$ cat src/rtl/vga_timing_gen.sv
// Parametrised VGA timing generator: pixel-enable divider, position counters,
// registered sync/blank decodes, line/frame strobes and a look-ahead fetch position.
module vga_timing_gen #(
  parameter int H_DISP       = 640,
  parameter int H_FP         = 16,
  parameter int H_PW         = 96,
  parameter int H_BP         = 48,
  parameter int V_DISP       = 480,
  parameter int V_FP         = 10,
  parameter int V_PW         = 2,
  parameter int V_BP         = 29,
  parameter int H_POL        = 0,
  parameter int V_POL        = 0,
  parameter int CLK_DIV      = 2,
  parameter int LOOKAHEAD    = 2,
  parameter int COUNTER_BITS = 10
) (
  input  logic                    clk_50MHz,
  input  logic                    clear,
  output logic                    pix_en,
  output logic [COUNTER_BITS-1:0] h_count,
  output logic [COUNTER_BITS-1:0] v_count,
  output logic                    h_sync,
  output logic                    v_sync,
  output logic                    bright,
  output logic                    line_start,
  output logic                    frame_start,
  output logic                    vblank_start,
  output logic [7:0]              frame_count,
  output logic [COUNTER_BITS-1:0] fetch_x,
  output logic [COUNTER_BITS-1:0] fetch_y,
  output logic                    fetch_valid
);

  localparam int H_TOTAL  = H_DISP + H_FP + H_PW + H_BP;
  localparam int V_TOTAL  = V_DISP + V_FP + V_PW + V_BP;
  localparam int DIV_BITS = (CLK_DIV > 1) ? $clog2(CLK_DIV) : 1;
  localparam int CW       = COUNTER_BITS + 1;

  localparam logic [DIV_BITS-1:0]     DIV_LAST = DIV_BITS'(CLK_DIV - 1);
  localparam logic [COUNTER_BITS-1:0] H_LAST   = COUNTER_BITS'(H_TOTAL - 1);
  localparam logic [COUNTER_BITS-1:0] V_LAST   = COUNTER_BITS'(V_TOTAL - 1);
  localparam logic [COUNTER_BITS-1:0] FX_RST   = COUNTER_BITS'(LOOKAHEAD);

  // One extra bit so a window edge equal to 2^COUNTER_BITS still compares correctly
  localparam logic [CW-1:0] H_DISP_W = CW'(H_DISP);
  localparam logic [CW-1:0] HS_ON_W  = CW'(H_DISP + H_FP);
  localparam logic [CW-1:0] HS_OFF_W = CW'(H_DISP + H_FP + H_PW);
  localparam logic [CW-1:0] V_DISP_W = CW'(V_DISP);
  localparam logic [CW-1:0] VS_ON_W  = CW'(V_DISP + V_FP);
  localparam logic [CW-1:0] VS_OFF_W = CW'(V_DISP + V_FP + V_PW);

  localparam logic H_ACT  = (H_POL != 0);
  localparam logic V_ACT  = (V_POL != 0);
  localparam logic FV_RST = (LOOKAHEAD < H_DISP) && (V_DISP > 0);

  logic [DIV_BITS-1:0]     r_div_cnt;
  logic [COUNTER_BITS-1:0] r_h_count;
  logic [COUNTER_BITS-1:0] r_v_count;
  logic [COUNTER_BITS-1:0] r_fetch_x;
  logic [COUNTER_BITS-1:0] r_fetch_y;
  logic [7:0]              r_frame_count;
  logic                    r_h_sync;
  logic                    r_v_sync;
  logic                    r_bright;
  logic                    r_fetch_valid;

  logic                    w_adv;
  logic                    w_h_wrap;
  logic                    w_frame_wrap;
  logic                    w_fx_wrap;
  logic [COUNTER_BITS-1:0] w_h_next;
  logic [COUNTER_BITS-1:0] w_v_next;
  logic [COUNTER_BITS-1:0] w_fx_next;
  logic [COUNTER_BITS-1:0] w_fy_next;
  logic [CW-1:0]           w_h_ext;
  logic [CW-1:0]           w_v_ext;
  logic [CW-1:0]           w_fx_ext;
  logic [CW-1:0]           w_fy_ext;
  logic                    w_bright_next;
  logic                    w_hs_next;
  logic                    w_vs_next;
  logic                    w_fv_next;

  always_comb begin
    w_adv        = (r_div_cnt == DIV_LAST);
    w_h_wrap     = (r_h_count == H_LAST);
    w_frame_wrap = w_h_wrap && (r_v_count == V_LAST);
    w_h_next     = w_h_wrap ? '0 : r_h_count + 1'b1;
    w_v_next     = r_v_count;
    if (w_h_wrap) begin
      w_v_next = (r_v_count == V_LAST) ? '0 : r_v_count + 1'b1;
    end

    w_fx_wrap = (r_fetch_x == H_LAST);
    w_fx_next = w_fx_wrap ? '0 : r_fetch_x + 1'b1;
    w_fy_next = r_fetch_y;
    if (w_fx_wrap) begin
      w_fy_next = (r_fetch_y == V_LAST) ? '0 : r_fetch_y + 1'b1;
    end

    w_h_ext  = {1'b0, w_h_next};
    w_v_ext  = {1'b0, w_v_next};
    w_fx_ext = {1'b0, w_fx_next};
    w_fy_ext = {1'b0, w_fy_next};

    // Decodes of the position being entered, so the registered outputs line up with it
    w_bright_next = (w_h_ext < H_DISP_W) && (w_v_ext < V_DISP_W);
    w_hs_next     = (w_h_ext >= HS_ON_W) && (w_h_ext < HS_OFF_W);
    w_vs_next     = (w_v_ext >= VS_ON_W) && (w_v_ext < VS_OFF_W);
    w_fv_next     = (w_fx_ext < H_DISP_W) && (w_fy_ext < V_DISP_W);
  end

  always_ff @(posedge clk_50MHz or negedge clear) begin
    if (!clear) begin
      r_div_cnt     <= '0;
      r_h_count     <= '0;
      r_v_count     <= '0;
      r_fetch_x     <= FX_RST;
      r_fetch_y     <= '0;
      r_frame_count <= '0;
      r_h_sync      <= ~H_ACT;
      r_v_sync      <= ~V_ACT;
      r_bright      <= 1'b1;
      r_fetch_valid <= FV_RST;
    end else begin
      r_div_cnt <= w_adv ? '0 : r_div_cnt + 1'b1;
      if (w_adv) begin
        r_h_count     <= w_h_next;
        r_v_count     <= w_v_next;
        r_fetch_x     <= w_fx_next;
        r_fetch_y     <= w_fy_next;
        r_bright      <= w_bright_next;
        r_h_sync      <= w_hs_next ? H_ACT : ~H_ACT;
        r_v_sync      <= w_vs_next ? V_ACT : ~V_ACT;
        r_fetch_valid <= w_fv_next;
        if (w_frame_wrap) begin
          r_frame_count <= r_frame_count + 8'd1;
        end
      end
    end
  end

  // Strobes are qualified by pix_en so they last one clk, not a whole pixel period
  assign pix_en       = (r_div_cnt == '0);
  assign line_start   = pix_en && (r_h_count == '0);
  assign frame_start  = line_start && (r_v_count == '0);
  assign vblank_start = line_start && ({1'b0, r_v_count} == V_DISP_W);

  assign h_count     = r_h_count;
  assign v_count     = r_v_count;
  assign h_sync      = r_h_sync;
  assign v_sync      = r_v_sync;
  assign bright      = r_bright;
  assign frame_count = r_frame_count;
  assign fetch_x     = r_fetch_x;
  assign fetch_y     = r_fetch_y;
  assign fetch_valid = r_fetch_valid;

endmodule

$ cat config.mk
export PLATFORM = sky130hd
export DESIGN_NAME = vga_timing_gen
export DESIGN_NICKNAME = d
export VERILOG_FILES = /design/src/rtl/vga_timing_gen.sv
export SDC_FILE = /design/constraint.sdc
export NUM_CORES = 1
export LEC_CHECK = 0
export BUFFER_PORTS_ARGS = -buffer_cell sky130_fd_sc_hd__buf_4
export CORE_MARGIN = 1
export CORE_UTILIZATION = 50
export DETAILED_ROUTE_END_ITERATION = 6
export PLACE_DENSITY_LB_ADDON = 0.12
export SLEW_MARGIN = 20
export SYNTH_ARGS = -nofsm -noshare
export SYNTH_HDL_FRONTEND = slang
export SYNTH_SLANG_ARGS = --single-unit
$ cat constraint.sdc
create_clock -name clk_50MHz -period 2.1 [get_ports clk_50MHz]
set_clock_uncertainty 0.05 [all_clocks]
set_input_delay 0.315 -clock clk_50MHz [delete_from_list [all_inputs] [get_ports clk_50MHz]]
set_output_delay 0.315 -clock clk_50MHz [all_outputs]
set_load 0.1 [all_outputs]
==> Yosys cells after proc, flatten, opt, wreduce, memory -nomap -nowiden <==
Index checks and enable logic that the tools add are counted.
{ "op_classes": {"add_sub_neg": 6, "n_lt_le_gt_ge": 8, "eq_ne": 5, "mux": 9, "bitwise_logic": 1, "n_reduce_logical": 11} }
{ "op_table": {"columns": ["op", "count"], "rows": [
  ["$mux W10", 6],
  ["$add A10 B1 Y10 const B", 4],
  ["$eq A10 B10 Y1 const B", 4],
  ["$lt A10 B10 Y1 const B", 3],
  ["$lt A10 B9 Y1 const B", 3],
  ["$logic_not A10 Y1", 2],
  ["$eq A10 B9 Y1 const B", 1],
  ["$ge A10 B10 Y1 const B", 1],
  ["$ge A10 B9 Y1 const B", 1],
  ["$add A8 B1 Y8 const B", 1],
  ["$logic_and A1 B1 Y1", 8],
  ["$mux W1", 3],
  ["$reduce_and A2 Y1", 1],
  ["$add A1 B1 Y1 const B", 1],
  ["$not A1 Y1", 1]
]} }
{ "totals": {"register_bits": 53, "in_bits": 2, "output_inout_bits": 56, "wordCells": 50} }

==> Depth between registers and ports, before layout <==
{ "depth": {"ltp_word": 6, "mapped_depth": 9, "depth_no_buf": 8} }

==> Least setup slack after synthesis <==
No wires, ideal clock.
{ "synth_path": {"path_type": "register to output", "from": "reg r_h_count[8], in the netlist h_count[8]", "to": "out frame_start", "arrival_ns": 6.756, "slack_ns": -5.021, "path_stages_with_launch": 7, "n_path_buf": 1, "path_cell_list": "dfrtp_1 -> clkbuf_1 -> nor2_1 -> nand2_1 -> nor4_1 -> nand2_1 -> nor3b_1"} }
{ "synth_via": {"elab_chain_len": 3} }
{ "synth_lines": {"columns": ["element", "line_no", "text"], "rows": [
  ["start: declaration", "58", "logic [COUNTER_BITS-1:0] r_h_count;"],
  ["start signal: assignment", "129", "r_h_count <= w_h_next;"],
  ["$logic_not A10 Y1", "146", "assign line_start = pix_en && (r_h_count == '0);"],
  ["$logic_and A1 B1 Y1", "146", null],
  ["net line_start", "26", "output logic line_start,"],
  ["$logic_and A1 B1 Y1", "147", "assign frame_start = line_start && (r_v_count == '0);"],
  ["end: declaration", "27", "output logic frame_start,"]
]} }
The timed path passes the listed nets, and every way through them passes these cells.

==> Worst setup path in the final report <==
{ "layout_path": {"from": "reg r_h_count[5], in the netlist h_count[5]", "to": "out frame_start"} }
{ "layout_via": {"elab_chain_len": 3} }
{ "layout_lines": {"columns": ["element", "line_no"], "rows": [
  ["$logic_not A10 Y1", "146"],
  ["$logic_and A1 B1 Y1", "146"],
  ["$logic_and A1 B1 Y1", "147"]
]} }
Every way passes these cells.

==> results_dict.tcl <==
set metrics [dict create \
    worst_pin_slew_ps 672.6 \
    yosys_warnings 0 \
    p_per_area_mw_per_mm2 367.9 \
    status "complete, but fails checks" \
    maxSlewHeadroom_pct 55.16 \
    rsz0062_at_grt "yes" \
    fin_ws_ps -211.7 \
    antennaDiodeCount 0 \
    route.detailed.drc 0 \
    firstDrtPassIters 5 \
    period_needed_ps 2312 \
    wl_per_cell_microns 15.70 \
    vias_per_cell 5.845 \
    clk_pin_slew_ps 100 \
    cts-htree-levels 2 \
    ys.flop_type "dfrtp_1" \
    grt_start_max_net_pins 54 \
    ys_ff_latch 53 \
    maxSlewViolCount 0 \
    core_sq_mm 0.005991 \
    drt_iter0_markers 211 \
    nNetsFinal 449 \
    hold_buffers 0 \
    arrival_ps 1950 \
    hold_viol 15 \
    hp-class "in2async" \
    syn_avg_cell_area_sq_um 9.120 \
    crit_type "reg2out" \
    crit_required_ps 1740 \
    cts-root-buf "clkbuf_8" \
    syn_area_sq_mm 0.003156 \
    violations "negative hold slack, negative setup slack" \
    fin_tns_setup_ps -338.2 \
    wirelength_mm 8.087 \
    drive_gt1_share_pct 45.68 \
    fillers 436 \
    cts_num_sinks 53 \
    dieArea_sq_mm 0.006632 \
    area_growth_pct 40.92 \
    gp_congestion 0.8886 \
    syn-num-nets 356 \
    cap_viol_max_count 0 \
    grt_pass1_wl_mm 13.32 \
    die_h_microns 81.44 \
    worstSkewPairLatency_ps 310 \
    synth.distinct_cells 63 \
    fin_crit_sh_pct 110.1 \
    synth_cells 346 \
    placed_cell_area_sq_mm 0.004039 \
    grt_usage_pct 25.68 \
    ys_async_sr_fraction_pct 100.0 \
    cts_buffer_depth 2 \
    startpoint_type "flip-flop" \
    synth-edff-count 0 \
    whs_ps -12.66 \
    antenna_left 0 \
    start_util_pct 52.67 \
    peakVddDrop_mv 0.2637 \
    vias 3010 \
    overflow 0 \
    crit_fanout 2 \
    placementRows 28 \
    numPortBuffers 57 \
    grt_pass1_vias 2883 \
    dp_hpwl_mm 5.556 \
    numCtsBuffers 5 \
    design_area_sq_mm 0.004447 \
    grt_antenna_before_repair 0 \
    ios 58 \
    critPathCaptureType "primary output" \
    cts_tree "yes" \
    ys_seq_area_share_pct 42.23 \
    fmax_mhz 432.6 \
    dieWidth_microns 81.44 \
    power_leakage_nw 1.848 \
    post-route-util_pct 74.23 \
    setup_violations 4 \
]
[report_power, final]
part | internal [W] | switching [W] | leakage, nW
clock network | 0.000239 | 0.000357 | 0.0456
registers | 0.00102 | 0 | 0.647
logic | 0.00000119 | 0.0000193 | 1.16
[logic make-up (layout without fill, tap and decap cells)]
| logic type | count (synthesis) | in the layout | synth area share, % |
|---|---|---|---|
| and+or+nand+nor | 157 | 157 | 27.68 |
| muxes | 4 | 4 | 1.308 |
| DFF | 53 | 53 | 42.23 |
| buffers and inverters | 28 | 122 | 3.807 |
| xor gates and xnor gates | 22 | 22 | 6.106 |
| adders and majority gates | 8 | 8 | 3.172 |
| AOI/OAI and AO/OA | 74 | 74 | 15.70 |
[layout make-up]
type / count / area (sq um) / area share [%]
multi-input cells: 265 / 1991 / 44.77
flip-flops and latches: 53 / 1415 / 31.82
repair buffers: 103 / 814.5 / 18.32
well taps: 75 / 93.84 / 2.110
clock buffers: 6 / 72.57 / 1.632
inverters: 11 / 46.29 / 1.041
clock inverters: 2 / 13.76 / 0.3095
[cells in the mapped netlist, types with 3 or more instances]
| cell | number | area (sq um) |
|---|---|---|
| a31oi_1 | 6 | 37.54 |
| xnor2_1 | 16 | 140.1 |
| mux2i_1 | 3 | 30.03 |
| inv_1 | 11 | 41.29 |
| nand2_1 | 44 | 165.2 |
| a21o_1 | 4 | 30.03 |
| dfstp_2 | 5 | 131.4 |
| nor3_1 | 8 | 40.04 |
| nor4_1 | 3 | 18.77 |
| nand4_1 | 11 | 68.82 |
| nor2_1 | 26 | 97.59 |
| dfrtp_1 | 48 | 1201 |
| o21ai_0 | 23 | 115.1 |
| xor2_1 | 6 | 52.55 |
| nand3_1 | 24 | 120.1 |
| and4_1 | 6 | 52.55 |
| ha_1 | 8 | 100.1 |
| nand2b_1 | 3 | 18.77 |
| clkbuf_1 | 8 | 30.03 |
| o31ai_1 | 9 | 67.56 |
| buf_2 | 6 | 30.03 |
| and3_1 | 7 | 43.79 |
| a21oi_1 | 11 | 55.05 |
[layer usage]
metal	global-route usage [%]	routed length (microns)
met5	0	0
met4	7.500	114
met3	3.667	346
met2	42.25	3907
met1	34.98	3718
[path summary, 6_finish.rpt]
kind,start,end,slack [ps],cells after the start
worst max register to register,h_count[5],v_sync,-20,8
worst max-delay path,h_count[5],frame_start,-210,6
worst min register to register,frame_count[7],frame_count[7],430,1
worst min-delay path,clear,frame_count[3],-10,1
max in group asynchronous,clear,h_count[1],1490,1
min in group clk_50MHz,frame_count[7],frame_count[7],430,1
[sequential cells by signal, indices dropped and copies added (netlist names)]
signal and flops:
frame_count 8, fetch_y 10, fetch_valid 1, h_sync 1, h_count 10, r_div_cnt 1, v_sync 1, v_count 10
bright 1, fetch_x 10
[repair_timing]
item / CTS / global route
endpoints found under the hold margin: 0 / 0
pin swaps: 8 / 8
resized for setup: 30 / 16
buffers inserted: 11 / 4
setup endpoints to repair: 5 / 14
[per-stage QoR]
stage,power [W],cells,setup slack (ps),hold slack [ps]
after global placement,0.001062,493,2.491,345.8
after floorplan,0.001041,346,-1454,-30.59
final,0.001636,515,-211.7,-12.66
after CTS,0.001651,511,-187.4,5.988
after global routing,0.001688,515,-327.8,39.18
after detailed placement,0.001062,493,-57.12,346.0
[critical path: stages (launching register included)]
cell	delay (ps)
dfrtp_4	500
nor2_4	130
nand2_2	80
nor4_4	310
nand2_2	150
nor3b_4	270
buf_12	210
[placed cells by master (no fill, tap or decap), types with 4 or more instances in the layout]
cell type  synthesis  routed
a21oi_1           11      11
dfrtp_1           48      15
clkbuf_8           0       5
and4_1             6       4
dfrtp_2            0      18
xor2_1             6       5
dfstp_2            5       4
nor3_1             8       6
dfrtp_4            0      15
a31oi_1            6       6
nor4_4             1       4
xnor2_1           16      16
buf_4              0      99
nor2_2             0       4
nand2_1           44      41
nand4_1           11      11
nor2_1            26      20
o21ai_0           23      21
nand3_1           24      22
a21o_1             4       4
and3_1             7       6
ha_1               8       4
inv_1             11       8
o31ai_1            9       9
(Power assumes the default switching activity.)
